==> config.mk <==
export PLATFORM = sky130hd
export DESIGN_NAME = gamecube_command_assembler
export DESIGN_NICKNAME = d
export VERILOG_FILES = /design/src/rtl/gamecube_pkg.sv /design/src/rtl/gamecube_idle_timer.sv /design/src/rtl/gamecube_command_assembler.sv
export SDC_FILE = /design/constraint.sdc
export NUM_CORES = 1
export LEC_CHECK = 0
export ABC_AREA = 1
export CORE_MARGIN = 2
export CORE_UTILIZATION = 50
export CTS_CLUSTER_DIAMETER = 80
export CTS_CLUSTER_SIZE = 8
export DETAILED_ROUTE_END_ITERATION = 12
export GPL_TIMING_DRIVEN = 0
export MAX_ROUTING_LAYER = met4
export PLACE_DENSITY_LB_ADDON = 0.12
export SYNTH_ARGS = -nofsm -noshare
export SYNTH_HDL_FRONTEND = slang
export SYNTH_SLANG_ARGS = --single-unit
==> constraint.sdc <==
create_clock -name CLK -period 1.9 [get_ports CLK]
set_input_delay 0.285 -clock CLK [delete_from_list [all_inputs] [get_ports CLK]]
set_output_delay 0.285 -clock CLK [all_outputs]
set_load 0.05 [all_outputs]
==> src/rtl/gamecube_pkg.sv <==
// Shared constants for the GameCube controller command path.
// Opcodes, frame lengths and the FSM state type.
package gamecube_pkg;

    localparam logic [7:0] OP_ID        = 8'h00;
    localparam logic [7:0] OP_STATUS    = 8'h40;
    localparam logic [7:0] OP_ORIGIN    = 8'h41;
    localparam logic [7:0] OP_CALIBRATE = 8'h42;
    localparam logic [7:0] OP_RESET     = 8'hFF;

    localparam int SHORT_FRAME_BITS     = 9;
    localparam int LONG_FRAME_BITS      = 25;
    localparam int DEFAULT_IDLE_TIMEOUT = 8;

    localparam int CMD_W   = 24;
    localparam int SHIFT_W = 25;
    localparam int CNT_W   = 5;

    typedef enum logic {
        ST_IDLE,
        ST_RECEIVING
    } asm_state_e;

    function automatic logic is_short(input logic [CNT_W-1:0] cnt);
        return cnt == CNT_W'(SHORT_FRAME_BITS);
    endfunction

    function automatic logic is_long(input logic [CNT_W-1:0] cnt);
        return cnt == CNT_W'(LONG_FRAME_BITS);
    endfunction

endpackage

==> src/rtl/gamecube_idle_timer.sv <==
// Counts consecutive idle cycles of the serial line.
// Strobes on the cycle whose edge brings the count to IDLE_TIMEOUT.
module gamecube_idle_timer
    import gamecube_pkg::*;
#(
    parameter int IDLE_TIMEOUT = DEFAULT_IDLE_TIMEOUT
) (
    input  logic clk_i,
    input  logic rst_i,
    input  logic dataline_i,
    input  logic valid_data_i,
    input  logic enable_i,
    output logic timeout_o
);

    localparam int CW = $clog2(IDLE_TIMEOUT + 1);

    logic [CW-1:0] cnt_q;
    logic [CW-1:0] cnt_d;
    logic          idle_c;

    assign idle_c = enable_i && dataline_i && !valid_data_i;

    always_comb begin
        cnt_d     = '0;
        timeout_o = 1'b0;
        if (idle_c) begin
            if (cnt_q == CW'(IDLE_TIMEOUT - 1)) begin
                timeout_o = 1'b1;
            end else begin
                cnt_d = cnt_q + 1'b1;
            end
        end
    end

    always_ff @(posedge clk_i) begin
        if (rst_i) begin
            cnt_q <= '0;
        end else begin
            cnt_q <= cnt_d;
        end
    end

endmodule

==> src/rtl/gamecube_command_assembler.sv <==
// Assembles decoded bits into 1- or 3-byte commands.
// Frames end on line idle; output uses a valid/ready hold.
module gamecube_command_assembler
    import gamecube_pkg::*;
#(
    parameter int IDLE_TIMEOUT = DEFAULT_IDLE_TIMEOUT
) (
    input  logic             CLK,
    input  logic             RST,
    input  logic             DATALINE,
    input  logic             RX,
    input  logic             VALID_DATA,
    input  logic             CMD_READY,
    output logic [CMD_W-1:0] CMD,
    output logic [1:0]       CMD_LEN,
    output logic             CMD_VALID,
    output logic             CMD_ERROR,
    output logic             CMD_OVERRUN
);

    asm_state_e         state_q, state_d;
    logic [SHIFT_W-1:0] shift_q, shift_d;
    logic [CNT_W-1:0]   bitcnt_q, bitcnt_d;
    logic [CMD_W-1:0]   cmd_q, cmd_d;
    logic [1:0]         len_q, len_d;
    logic               valid_q, valid_d;
    logic               err_q, err_d;
    logic               ovr_q, ovr_d;

    logic timeout;
    logic accept;
    logic good;
    logic rx_en;

    assign rx_en  = (state_q == ST_RECEIVING);
    assign accept = valid_q && CMD_READY;
    assign good   = (is_short(bitcnt_q) || is_long(bitcnt_q))
                    && shift_q[0];

    gamecube_idle_timer #(
        .IDLE_TIMEOUT(IDLE_TIMEOUT)
    ) u_idle_timer (
        .clk_i       (CLK),
        .rst_i       (RST),
        .dataline_i  (DATALINE),
        .valid_data_i(VALID_DATA),
        .enable_i    (rx_en),
        .timeout_o   (timeout)
    );

    always_comb begin
        state_d  = state_q;
        shift_d  = shift_q;
        bitcnt_d = bitcnt_q;
        cmd_d    = cmd_q;
        len_d    = len_q;
        valid_d  = valid_q && !accept;
        err_d    = 1'b0;
        ovr_d    = 1'b0;

        unique case (state_q)
            ST_IDLE: begin
                if (VALID_DATA) begin
                    shift_d  = {shift_q[SHIFT_W-2:0], RX};
                    bitcnt_d = bitcnt_q + 1'b1;
                    state_d  = ST_RECEIVING;
                end
            end
            ST_RECEIVING: begin
                if (VALID_DATA) begin
                    shift_d = {shift_q[SHIFT_W-2:0], RX};
                    if (bitcnt_q != '1) begin
                        bitcnt_d = bitcnt_q + 1'b1;
                    end
                end else if (timeout) begin
                    state_d  = ST_IDLE;
                    shift_d  = '0;
                    bitcnt_d = '0;
                    if (!good) begin
                        err_d = 1'b1;
                    end else if (valid_q && !accept) begin
                        ovr_d = 1'b1;
                    end else begin
                        valid_d = 1'b1;
                        if (is_short(bitcnt_q)) begin
                            cmd_d = {shift_q[8:1], 16'h0000};
                            len_d = 2'd1;
                        end else begin
                            cmd_d = shift_q[SHIFT_W-1:1];
                            len_d = 2'd3;
                        end
                    end
                end
            end
            default: state_d = ST_IDLE;
        endcase
    end

    always_ff @(posedge CLK) begin
        if (RST) begin
            state_q  <= ST_IDLE;
            shift_q  <= '0;
            bitcnt_q <= '0;
            cmd_q    <= '0;
            len_q    <= '0;
            valid_q  <= 1'b0;
            err_q    <= 1'b0;
            ovr_q    <= 1'b0;
        end else begin
            state_q  <= state_d;
            shift_q  <= shift_d;
            bitcnt_q <= bitcnt_d;
            cmd_q    <= cmd_d;
            len_q    <= len_d;
            valid_q  <= valid_d;
            err_q    <= err_d;
            ovr_q    <= ovr_d;
        end
    end

    assign CMD         = cmd_q;
    assign CMD_LEN     = len_q;
    assign CMD_VALID   = valid_q;
    assign CMD_ERROR   = err_q;
    assign CMD_OVERRUN = ovr_q;

endmodule
* Word-level counts from Yosys, hierarchy flattened
Cells that the tools add are included.
** Storage, ports and cells
- Register bits after elaboration :: 64
- Word-level logic and storage cells :: 61
- Output and inout port bits :: 29
- Input bits :: 6
** Operators by class
- Muxes and demuxes :: 23
- Equal/unequal tests :: 7
- Bitwise logic cells :: 6
- $add $sub $neg :: 2
- Reductions and logical operators :: 14
** Operator list (count)
- 25-bit two-way mux :: 3
- 25-bit case mux with 2 select lines :: 1
- 24-bit two-way mux :: 1
- 5-bit two-way mux :: 4
- 1-bit two-way mux :: 11
- 5-bit case mux with 2 select lines :: 1
- 3-bit by 2-bit inequality test with 1-bit output (second input constant) :: 2
- 1-bit inverter :: 6
- 5-bit by 1-bit adder with 5-bit output (second input constant) :: 1
- 5-bit by 4-bit == test with 1-bit output (second input constant) :: 1
- 5-bit == test (second input constant) :: 1
- 1-bit logical AND :: 5
- 5-bit inequality test (second input constant) :: 1
- 5-bit AND reduction :: 1
- 5-bit OR reduction :: 1
- 4-bit by 1-bit adder with 4-bit output (second input constant) :: 1
- 4-bit by 3-bit == test with 1-bit output (second input constant) :: 1
- 4-bit OR reduction :: 1
- 3-bit AND reduction :: 1
- 3-bit OR reduction :: 1
- 1-bit logical NOT :: 2
- 2-bit two-way mux :: 1
- 2-bit inequality test (second input constant) :: 1
- 1-bit case mux with 2 select lines :: 1
- 2 further kinds :: 2

* Depth between registers and ports, before layout
Gate-level depths: netlist of run 1.
- Depth in word-level cells :: 7
- Mapped depth :: 10
- Gate-level depth less buffers :: 9

* Hierarchy
Synthesis of run 1 repeated with hierarchy kept, for this count alone.
** Second synthesis, totals
- Cell total of the unflattened synthesis :: 354
- Area total of the unflattened synthesis :: 2702.6 sq um
** By module, submodules not included
- gamecube_command_assembler :: seq. area each 1201.2 sq um, cells an instance 332, area an instance 2528.7 sq um, instances 1
- gamecube_idle_timer :: seq. area each 80.1 sq um, cells an instance 22, area an instance 173.9 sq um, instances 1

* Worst setup path before layout of run 1
No wires, ideal clock.
- Path type :: register to register
- Start :: reg valid_q (netlist: CMD_VALID)
- End :: reg len_q[1] (netlist: CMD_LEN[1])
- Clock period less this slack :: 1.521 ns
- Required time :: 1.830 ns
- Setup slack :: 0.379 ns
- Arrival :: 1.451 ns
- Setup time :: 0.070 ns
- Path buffers :: 1
- Stages on the path, launching flop included :: 8
- Path through :: dfxtp_1 inv_1 nor2_1 inv_1 nand3_2 buf_2 nand2_1 a21oi_1
** Between the ends
- Cells in the longest elaborated chain, start to end :: 5
** Ends and longest elaborated chain
- start, declared :: line gamecube_command_assembler.sv:26 : logic valid_q, valid_d;
- start signal, assigned :: line gamecube_command_assembler.sv:115 : valid_q <= valid_d;
- 1-bit logical AND :: line gamecube_command_assembler.sv:36 : assign accept = valid_q && CMD_READY;
- 1-bit logical NOT :: line gamecube_command_assembler.sv:81 : end else if (valid_q && !accept) begin
- 1-bit logical AND * :: line gamecube_command_assembler.sv:81
- 1-bit inverter (no source line) *
- 5-bit AND reduction (no source line) *
- end signal, assigned :: line gamecube_command_assembler.sv:114 : len_q <= len_d;
- end, declared :: line gamecube_command_assembler.sv:25 : logic [1:0] len_q, len_d;
Mark *: on every way between the ends. The rest lies on a longest branch, timed or not.
A chain may end at the register's enable or synchronous reset.

* Final worst setup path of run 1
- Start :: reg cmd_q[13] (netlist: CMD[13])
- End :: out CMD[13]
** RTL lines
- start, declared :: line gamecube_command_assembler.sv:24 : logic [CMD_W-1:0] cmd_q, cmd_d;
- start signal, assigned :: line gamecube_command_assembler.sv:113 : cmd_q <= cmd_d;
- end, declared :: line gamecube_command_assembler.sv:14 : output logic [CMD_W-1:0] CMD,
No word-level cell between the ends.

==> flow_metrics.env, run 1 <==
export IMPL_crit_cells=1
export IMPL_slew_headroom_pct=61.4
export IMPL_grt_pass1_vias=2364
export IMPL_ys_ff_latch=64
export IMPL_synth_cell_types=28
export IMPL_htree_num_levels=3
export IMPL_rows=26
export IMPL_crit_path_start="CMD[13]"
export IMPL_pwr_share_clk_pct=44.3
export IMPL_r2r_start="u_idle_timer.cnt_q[0]"
export IMPL_start_kind="flip-flop"
export IMPL_setup_tns_ns=0
export IMPL_ys_seq_area_share_pct=46.8
export IMPL_cts_root_buf="clkbuf_8"
export IMPL_crit_type="reg2out"
export IMPL_core_area_um2=5200
export IMPL_tightest_slew_ns=0.579
export IMPL_power_frac_comb_pct=3.9
export IMPL_p_per_area_nw_per_um2=782
export IMPL_power_total_mw=2.62
export IMPL_cts_buffers=9
export IMPL_grt_ovfl_total=0
export IMPL_cts_setup_buffers=0
export IMPL_post_route_min_period_ns=1.77
export IMPL_switchingPower_mw=0.568
export IMPL_hold_buffers=0
export IMPL_dieWidth_um=78.0
export IMPL_clk_insertion_delay_late_ns=0.34
export IMPL_crit_slowest_cell="clkdlybuf4s50_1"
export IMPL_hpwl_mm=4.25
export IMPL_fmax_ghz=0.565
export IMPL_rsz0062_at_grt="false"
export IMPL_grt_max_degree=11
export IMPL_synth_top_area_share_pct=46.8
export IMPL_layout_commonest_cell="nand2_1"
export IMPL_remaining_drc_errors=0
export IMPL_syn_to_final_growth_pct=22.5
export IMPL_cts_resized=0
export IMPL_post_synth_top_area_cell="dfxtp_1"
export IMPL_drt_pass1_iterations=4
export IMPL_netSwitchingFraction_pct=21.7
export IMPL_cp_buffers_inverters=1
export IMPL_die_y_um=78.0
export IMPL_hp_class="reg2reg"
export IMPL_seqPwrFrac_pct=51.8
export IMPL_viasPerCell=5.04
export IMPL_hold_violations=0
export IMPL_wl_mm=6.00
export IMPL_slew_viol_final=0
export IMPL_die_area_um2=6080
export IMPL_ios=35
export IMPL_r2r_end="CMD[18]"
export IMPL_antenna_diode_count=0
export IMPL_syn_num_nets=384
export IMPL_power_leakage_nw=1.26
export IMPL_synth_area_leaders="dfxtp_1, nand2_1, a21oi_1"
export IMPL_path_clk_slew_ns=0.07
export IMPL_cp_top_family="buffers and inverters"
export IMPL_drive_above_1_share_pct=8.51
export IMPL_start_util_pct=52.6
export IMPL_max_clock_path_buffers=2
export IMPL_stdcell_count=493
export IMPL_drtIter0Drc=147
export IMPL_syn_area_um2=2740
export IMPL_worst_setup_path_end_kind="output port"
export IMPL_final_cell_mix="nand2_1, dfxtp_1, a21oi_1, clkdlybuf4s50_1, nor2_1"
export IMPL_synthCells=374
export IMPL_cp_arrival_ns=1.48
export IMPL_vias=2484
export IMPL_track_usage_pct=22.7
export IMPL_grt_antenna_before_repair=0
export IMPL_vdd_ir_drop_max_v=0.000611
export IMPL_synth_warnings=0
export IMPL_cp_slowest_stage_delay_ns=0.80
export IMPL_finalCritPeriodShare_pct=93.1
export IMPL_wire_per_inst_um=12.2
export IMPL_clock_sinks=64
export IMPL_clock_skew_ns=0.00750
export IMPL_status="finished clean"
export IMPL_r2r_slack_ns=0.15
export IMPL_setup_viol=0
export IMPL_cts_tree="yes"
export IMPL_fill_cells=496
export IMPL_intPower_mw=2.06
export IMPL_numPlacedInstances=477
export IMPL_ant_nets=0
export IMPL_place_port_buffers=33
export IMPL_crit_chain="clkdlybuf4s50_1"
export IMPL_syn_area_per_cell_um2=7.32
export IMPL_cap_viol_max_count=0
export IMPL_crit_fanout=2
export IMPL_grt_pass1_wl_mm=10.5
export IMPL_crit_end="CMD[13]"
export IMPL_globalplace_congestion=0.870
export IMPL_reg2reg_depth=7
export IMPL_nNetsFinal=428
export IMPL_required_ns=1.62
==> metrics by stage <==
stage	worst slack (ns)	utilization [%]	instance area, um2	hold slack [ns]
after floorplan	0.379	-	2740	0.418
after global placement	-0.0565	60.6	3150	0.429
after detailed placement	-0.0901	60.6	3150	0.442
after CTS	0.111	64.4	3350	0.456
after global routing	0.00309	64.4	3350	0.486
final	0.131	64.4	3350	0.453
==> area by class of cell <==
cell class / count / area [um2] / area share, %
flip-flops and latches: 64 / 1280 / 38.2
multi-input cells: 259 / 1230 / 36.8
repair buffers: 33 / 330 / 9.85
clock buffers: 13 / 159 / 4.74
inverters: 32 / 120 / 3.58
plain buffers: 19 / 103 / 3.06
well taps: 70 / 87.6 / 2.61
clock inverters: 3 / 40.0 / 1.19
==> cell usage after synthesis <==
cell type,number
nor3_2,1
buf_6,3
a21boi_0,8
nor2_1,32
o21ai_0,7
nor2_8,1
ha_1,4
clkinv_1,1
nor2_4,1
nor2_2,1
nor4_1,1
nand3b_1,1
a21oi_1,56
nand4_1,1
inv_2,2
xor2_1,1
o21a_1,1
nor3b_1,1
nand2_2,3
nand3_2,1
inv_1,29
nand2_1,109
dfxtp_1,64
nand3_1,26
clkbuf_1,9
nand2_4,2
o21ai_1,1
buf_2,7
==> power groups by stage <==
| stage | clock (mW) | sequential (mW) | combinational [mW] |
|---|---|---|---|
| floorplan | 0 | 1.39 | 0.0692 |
| CTS | 1.19 | 1.36 | 0.101 |
| detailed placement | 0 | 1.39 | 0.101 |
| global route | 1.26 | 1.36 | 0.114 |
| global placement | 0 | 1.39 | 0.0997 |
| finish | 1.16 | 1.36 | 0.101 |
==> cell families after synthesis <==
| family | synth area share [%] |
|---|---|
| AOI/OAI and AO/OA | 14.2 |
| xor gates and xnor gates | 0.320 |
| adders and majority gates | 1.83 |
| buffers and inverters | 8.14 |
| DFF | 46.8 |
| and+or+nand+nor | 28.7 |
==> flip-flops by register name (all words and copies together), names as in the netlist <==
| signal | flops |
|---|---|
| CMD_LEN | 2 |
| bitcnt_q | 5 |
| CMD_ERROR | 1 |
| u_idle_timer.cnt_q | 4 |
| shift_q | 25 |
| CMD | 24 |
| CMD_VALID | 1 |
| CMD_OVERRUN | 1 |
| rx_en | 1 |
==> metal layers <==
layer	GRT usage [%]	share of wire (%)	wire length [um]	vias up
met5	-	0	0	-
met1	25.9	44	2670	1117
met3	8.02	6.0	362	16
met4	8.95	2.1	125	0
met2	36.7	47	2850	63
li1	-	-	-	1288
==> worst min path at each step <==
stage | start | depth (start not counted) | end
2_1_floorplan | u_idle_timer.cnt_q[0] | 1 | u_idle_timer.cnt_q[0]
3_3_place_gp | u_idle_timer.cnt_q[0] | 1 | u_idle_timer.cnt_q[0]
3_5_place_dp | u_idle_timer.cnt_q[0] | 1 | u_idle_timer.cnt_q[0]
4_1_cts | u_idle_timer.cnt_q[0] | 1 | u_idle_timer.cnt_q[0]
5_1_grt | CMD[4] | 2 | CMD[4]
6_report | u_idle_timer.cnt_q[0] | 1 | u_idle_timer.cnt_q[0]
(Power assumes the default switching activity.)
==> run 2, diff against run 1 <==
--- a/config.mk
+++ b/config.mk
@@ -6,6 +6,7 @@
 export NUM_CORES = 1
 export LEC_CHECK = 0
 export ABC_AREA = 1
+export CAP_MARGIN = 20
 export CORE_MARGIN = 2
 export CORE_UTILIZATION = 50
 export CTS_CLUSTER_DIAMETER = 80
==> results of run 2 <==
Same layout as run 1: the final DEF is identical, and so are final timing and power.
==> run 3, diff against run 2 <==
--- a/config.mk
+++ b/config.mk
@@ -6,6 +6,7 @@
 export NUM_CORES = 1
 export LEC_CHECK = 0
 export ABC_AREA = 1
+export ABC_CLOCK_PERIOD_IN_PS = 1900
 export CAP_MARGIN = 20
 export CORE_MARGIN = 2
 export CORE_UTILIZATION = 50
@@ -15,6 +16,7 @@
 export GPL_TIMING_DRIVEN = 0
 export MAX_ROUTING_LAYER = met4
 export PLACE_DENSITY_LB_ADDON = 0.12
+export SKIP_LAST_GASP = 1
 export SYNTH_ARGS = -nofsm -noshare
 export SYNTH_HDL_FRONTEND = slang
 export SYNTH_SLANG_ARGS = --single-unit
==> results of run 3 <==
Same layout as run 1: the final DEF is identical, and so are final timing and power.
